===== config.mk =====
export PLATFORM = sky130hd
export DESIGN_NAME = reg_file_mp
export DESIGN_NICKNAME = d
export VERILOG_FILES = /design/src/rtl/reg_file_pkg.sv /design/src/rtl/reg_file_rdport.sv /design/src/rtl/reg_file_mp.sv
export SDC_FILE = /design/constraint.sdc
export NUM_CORES = 2
export LEC_CHECK = 0
export BUFFER_PORTS_ARGS = -buffer_cell sky130_fd_sc_hd__buf_4
export CORE_UTILIZATION = 30
export CTS_CLUSTER_SIZE = 8
export DETAILED_ROUTE_END_ITERATION = 8
export GPL_ROUTABILITY_DRIVEN = 0
export GPL_TIMING_DRIVEN = 0
export PLACE_DENSITY = 0.53
export RECOVER_POWER = 50
export SLEW_MARGIN = 20
export SYNTH_ARGS = -nofsm -noshare
export SYNTH_HDL_FRONTEND = slang
export SYNTH_HIERARCHICAL = 1
export SYNTH_SLANG_ARGS = --single-unit

===== constraint.sdc =====
create_clock -name CLK -period 5.97 [get_ports CLK]
set_clock_uncertainty 0.15 [all_clocks]
set_input_delay 1.194 -clock CLK [delete_from_list [all_inputs] [get_ports CLK]]
set_output_delay 1.194 -clock CLK [all_outputs]
set_load 0.1 [all_outputs]

===== src/rtl/reg_file_pkg.sv =====
// reg_file_pkg: shared FSM state, reserved entry indices and default init values for reg_file_mp
package reg_file_pkg;
   typedef enum logic {INIT, IDLE} state_e;
   localparam int SP_IDX = 2;
   localparam int GP_IDX = 3;
   localparam logic [31:0] SP_INIT_DEF = 32'hF00;
   localparam logic [31:0] GP_INIT_DEF = 32'h100;
endpackage


===== src/rtl/reg_file_rdport.sv =====
// reg_file_rdport: one combinational read port with zero masking and optional write bypass
module reg_file_rdport
   import reg_file_pkg::*;
#(
   parameter int DWIDTH = 32,
   parameter int MDEPTH = 32,
   parameter int AWIDTH = 5
)(
   input  logic              busy_i,
   input  logic              byp_i,
   input  logic [AWIDTH-1:0] ra_i,
   input  logic [AWIDTH-1:0] wa_i,
   input  logic [DWIDTH-1:0] wd_i,
   input  logic [DWIDTH-1:0] mem_i [MDEPTH],
   output logic [DWIDTH-1:0] rd_o
);
   // entry 0, out-of-range addresses and the init walk all read as zero
   always_comb
      rd_o = (busy_i || ra_i == '0 || {1'b0, ra_i} >= (AWIDTH+1)'(MDEPTH)) ? '0 :
             (byp_i && ra_i == wa_i) ? wd_i : mem_i[ra_i];
endmodule


===== src/rtl/reg_file_mp.sv =====
// reg_file_mp: multi-port register file with hardware init walk; define REG_FILE_MP_BYPASS_EN for same-cycle write-to-read bypass
module reg_file_mp
   import reg_file_pkg::*;
#(
   parameter int DWIDTH = 32,
   parameter int MDEPTH = 32,
   parameter int AWIDTH = 5,
   parameter int NRD = 2,
   parameter logic [DWIDTH-1:0] SP_INIT = DWIDTH'(SP_INIT_DEF),
   parameter logic [DWIDTH-1:0] GP_INIT = DWIDTH'(GP_INIT_DEF)
)(
   input  logic                  CLK,
   input  logic                  RST_N,
   input  logic                  WE,
   input  logic [AWIDTH-1:0]     WA,
   input  logic [DWIDTH-1:0]     WD,
   input  logic                  CLR,
   input  logic [NRD*AWIDTH-1:0] RA,
   output logic [NRD*DWIDTH-1:0] RD,
   output logic                  INIT_BUSY,
   output logic                  WR_DROP
);
   state_e state_q, state_d;
   logic [AWIDTH-1:0] cnt_q, cnt_d;
   logic drop_q, drop_d;
   logic [DWIDTH-1:0] mem_q [MDEPTH];
   logic init, clr_acc, in_rng, wr_en, last, byp_en;
   logic [DWIDTH-1:0] init_val;

   // next state, walk counter, write qualification and drop detection
   always_comb begin
      init     = state_q == INIT;
      clr_acc  = !init && CLR;
      in_rng   = {1'b0, WA} < (AWIDTH+1)'(MDEPTH);
      wr_en    = WE && !init && !clr_acc && in_rng && WA != '0;
      drop_d   = WE && (init || clr_acc || !in_rng);
      last     = cnt_q == AWIDTH'(MDEPTH-1);
      state_d  = init ? (last ? IDLE : INIT) : (CLR ? INIT : IDLE);
      cnt_d    = (init && !last) ? cnt_q + 1'b1 : '0;
      init_val = (cnt_q == AWIDTH'(SP_IDX)) ? SP_INIT :
                 (cnt_q == AWIDTH'(GP_IDX)) ? GP_INIT : '0;
   end

`ifdef REG_FILE_MP_BYPASS_EN
   assign byp_en = wr_en;
`else
   assign byp_en = 1'b0;
`endif

   // control state; reset restarts the init walk from entry 0
   always_ff @(posedge CLK or negedge RST_N)
      if (!RST_N) begin
         state_q <= INIT;
         cnt_q   <= '0;
         drop_q  <= 1'b0;
      end else begin
         state_q <= state_d;
         cnt_q   <= cnt_d;
         drop_q  <= drop_d;
      end

   // storage is filled only by the init walk or accepted writes, never by reset
   always_ff @(posedge CLK)
      if (init) mem_q[cnt_q] <= init_val;
      else if (wr_en) mem_q[WA] <= WD;

   assign INIT_BUSY = init;
   assign WR_DROP   = drop_q;

   for (genvar k = 0; k < NRD; k++) begin : g_rd
      reg_file_rdport #(.DWIDTH(DWIDTH), .MDEPTH(MDEPTH), .AWIDTH(AWIDTH)) u_rd (
         .busy_i (init),
         .byp_i  (byp_en),
         .ra_i   (RA[k*AWIDTH +: AWIDTH]),
         .wa_i   (WA),
         .wd_i   (WD),
         .mem_i  (mem_q),
         .rd_o   (RD[k*DWIDTH +: DWIDTH])
      );
   end
endmodule


==> metrics.cfg <==
[clock_tree]
cts_resized = 0
post_cts_buffers = 0
cts_tree = yes
hold_buffers = 0
cts-root-buf = clkbuf_16
clock_latency_ns = 0.79
cts-htree-levels = 4
cts_buffers = 147
clock_sinks = 1031
cts_buffer_depth = 3
clkTransAtPathRegs_ns = 0.05

[placement]
postPlaceCellArea_um2 = 62600
io_buffers = 112
pre_cts_slack_ns = 0.1167
hpwl_um = 173800
place_inst = 6673

[sta]
setup_viol = 20
slew_headroom = -0.7317
worst_slack_ns = -0.1598
fin_setup_tns_ns = -0.9710
fmax_ghz = 0.1631
slew_viol_final = 147
tightest_slew_ns = 2.598
period_share = 1.027
rsz0062_at_grt = no
finalHoldViolations = 0
hold_ws_ns = 0.2447
finalCriticalPeriod_ns = 6.130

[final_layout]
layout.cells.non_filler = 6876
nNetsFinal = 4398
layout_commonest_cell = edfxtp_1
utilization = 0.3532
drive_gt1_frac = 0.2030
final_area_um2 = 65700
final_cell_mix = 1024 x edfxtp_1, 721 x and2_1, 381 x clkbuf_1, 324 x mux4_2, 290 x and2_0
area_delta_synth_final_pct = 16.48

[routing]
vias_per_cell = 5.908
ant_nets = 0
drc = 0
wl_per_cell_um = 34.48
drtPass1Iterations = 6
num_vias = 40620
drtIter0Drc = 5899
routed_wl_um = 237100

[worst_setup_path]
cp_cell_sequence = buf_4 > buf_2 > nor2_2 > clkbuf_1 > a221oi_1 > a22oi_1 > a21oi_1 > a221o_1 > buf_4
crit_top_cell = buf_4
cpPeakStageDelay_ns = 0.85
criticalPathCategory = in2out
critical_path.top_delay_family = buffers and inverters
cp_max_fo = 10
cp.required_ns = 4.63
path_buf_inv = 4
critPathCaptureType = output pin
crit_slowest_cell = clkbuf_1
start_kind = input pin
crit_arrival_ns = 4.79

[global_routing]
grt_max_degree = 33
use_met3 = 0.05290
grt_pass1_vias = 39840
grt_antenna_before_repair = 24
grt.total_usage = 0.2436
grt_pass1_wl_um = 320700
overflow = 0
grtUsageMet1 = 0.3166
top_usage_layer = met2
use_met2 = 0.3683

[floorplanning]
die_w_um = 435.6
rows = 158
start_util = 0.3032
die_area_um2 = 189800
die_y_um = 435.6
core_um2 = 186000
num_io_pins = 117

[logic_synthesis]
synth_area_leader_cell = edfxtp_1
synth_warnings = 6
syn-cell-area_um2 = 56410
yosysTopAreaCellShare = 0.5451
synthFlopType = edfxtp_1
avgSynthCellArea_um2 = 14.06
post_synth_num_cell_types = 54
synth_seq_cells = 1031
synth_cells = 4011
ys_top_cells_by_area = edfxtp_1 55%, mux4_2 13%, and2_1 11%
synth_edf_count = 1024
synth.yosys.seq_area_share = 0.5482
async_flop_share = 0.006790

[min_path]
hp-class = in2async

[power]
total_power_mw = 21.34
p_leak_nw = 21.39
powerDensity_nw_per_um2 = 324.7
vdd_ir_drop_max_v = 0.0001988

[outcome]
failed_checks = max-capacitance violations, max-slew violations, negative setup slack
status = finished with violations

[job]
max-cap-violations = 13

worst reg2reg max path: cells and delay by family, from the launching register on:
family	cells	cell delay [ns]
AOI/OAI and AO/OA	1	2.11
buffers and inverters	2	0.40
DFF	1	0.32
and+or+nand+nor	2	1.31
cells by family (layout without fill, tap and decap cells):
| logic type | Yosys count | in the layout | share of synthesized area |
|---|---|---|---|
| compound gates | 620 | 620 | 0.08389 |
| xor+xnor | 12 | 12 | 0.001863 |
| fa+ha+maj | 5 | 5 | 0.001109 |
| buf+inv | 444 | 811 | 0.03724 |
| flops | 1031 | 1031 | 0.5482 |
| mux | 702 | 702 | 0.1992 |
| other cells | 1 | 19 | 0.00006648 |
| simple gates | 1196 | 1196 | 0.1284 |
path summary, 6_finish.rpt:
path	start	to	slack, ns	depth (start not counted)
worst max-delay path	RA[7]	RD[52]	-0.16	9
worst min-delay path	RST_N	WR_DROP$_DFF_PN0_	0.24	1
worst max register to register	state_q$_DFF_PN0_	mem_q[952]$_DFFE_PP_	1.17	5
worst min register to register	cnt_q[0]$_DFF_PN0_	cnt_q[0]$_DFF_PN0_	0.39	1
max in group asynchronous	RST_N	cnt_q[4]$_DFF_PN0_	5.01	1
min in group CLK	cnt_q[0]$_DFF_PN0_	cnt_q[0]$_DFF_PN0_	0.39	1
power breakdown:
part	leakage (nW)	internal [mW]	switching, mW
Combinational	10.5	1.43	2.85
Clock	1.97	4.55	3.22
Sequential	8.96	8.93	0.356
registers in the layout (all words and copies together) (netlist names):
name,flops
WR_DROP,1
cnt_q,5
state_q,1
mem_q,1024
synthesized netlist by cell type (all sizes together), types with 2 or more instances:
cell,n
a22oi,126
nand4bb,3
a221o,62
xnor2,11
nand2,12
and2,1011
a211oi,2
dfrtp,7
a21oi,62
mux4,324
nand4,3
nor3,17
edfxtp,1024
o21bai,62
o221ai,62
inv,8
nand2b,12
nand3,8
ha,5
nor2,103
nor2b,7
or3b,2
o22ai,29
clkbuf,320
or3,2
nand3b,7
mux2,124
a22o,9
buf,116
mux2i,254
a21o,8
nand4b,3
a221oi,126
and3,3
a2111oi,2
o21ai,67
area by class of cell:
cell class | instances | area [um^2]
Tap cell | 2480 | 3103
Multi-Input combinational cell | 2537 | 23520
Clock buffer | 176 | 3915
Inverter | 8 | 30.03
Timing Repair Buffer | 181 | 2021
Antenna cell | 17 | 42.54
Fill cell | 17930 | 120300
Sequential cell | 1031 | 30920
Buffer | 436 | 2027
Clock inverter | 10 | 121.4
per-layer routing:
metal | up-vias | part of all wire | routed length, um
met3 | 626 | 0.11 | 25710
met2 | 2804 | 0.44 | 104400
li1 | 16200 | - | -
met1 | 21000 | 0.38 | 89900
met4 | 2 | 0.072 | 17100
met5 | - | 0.000055 | 13
(Power assumes the default switching activity.)
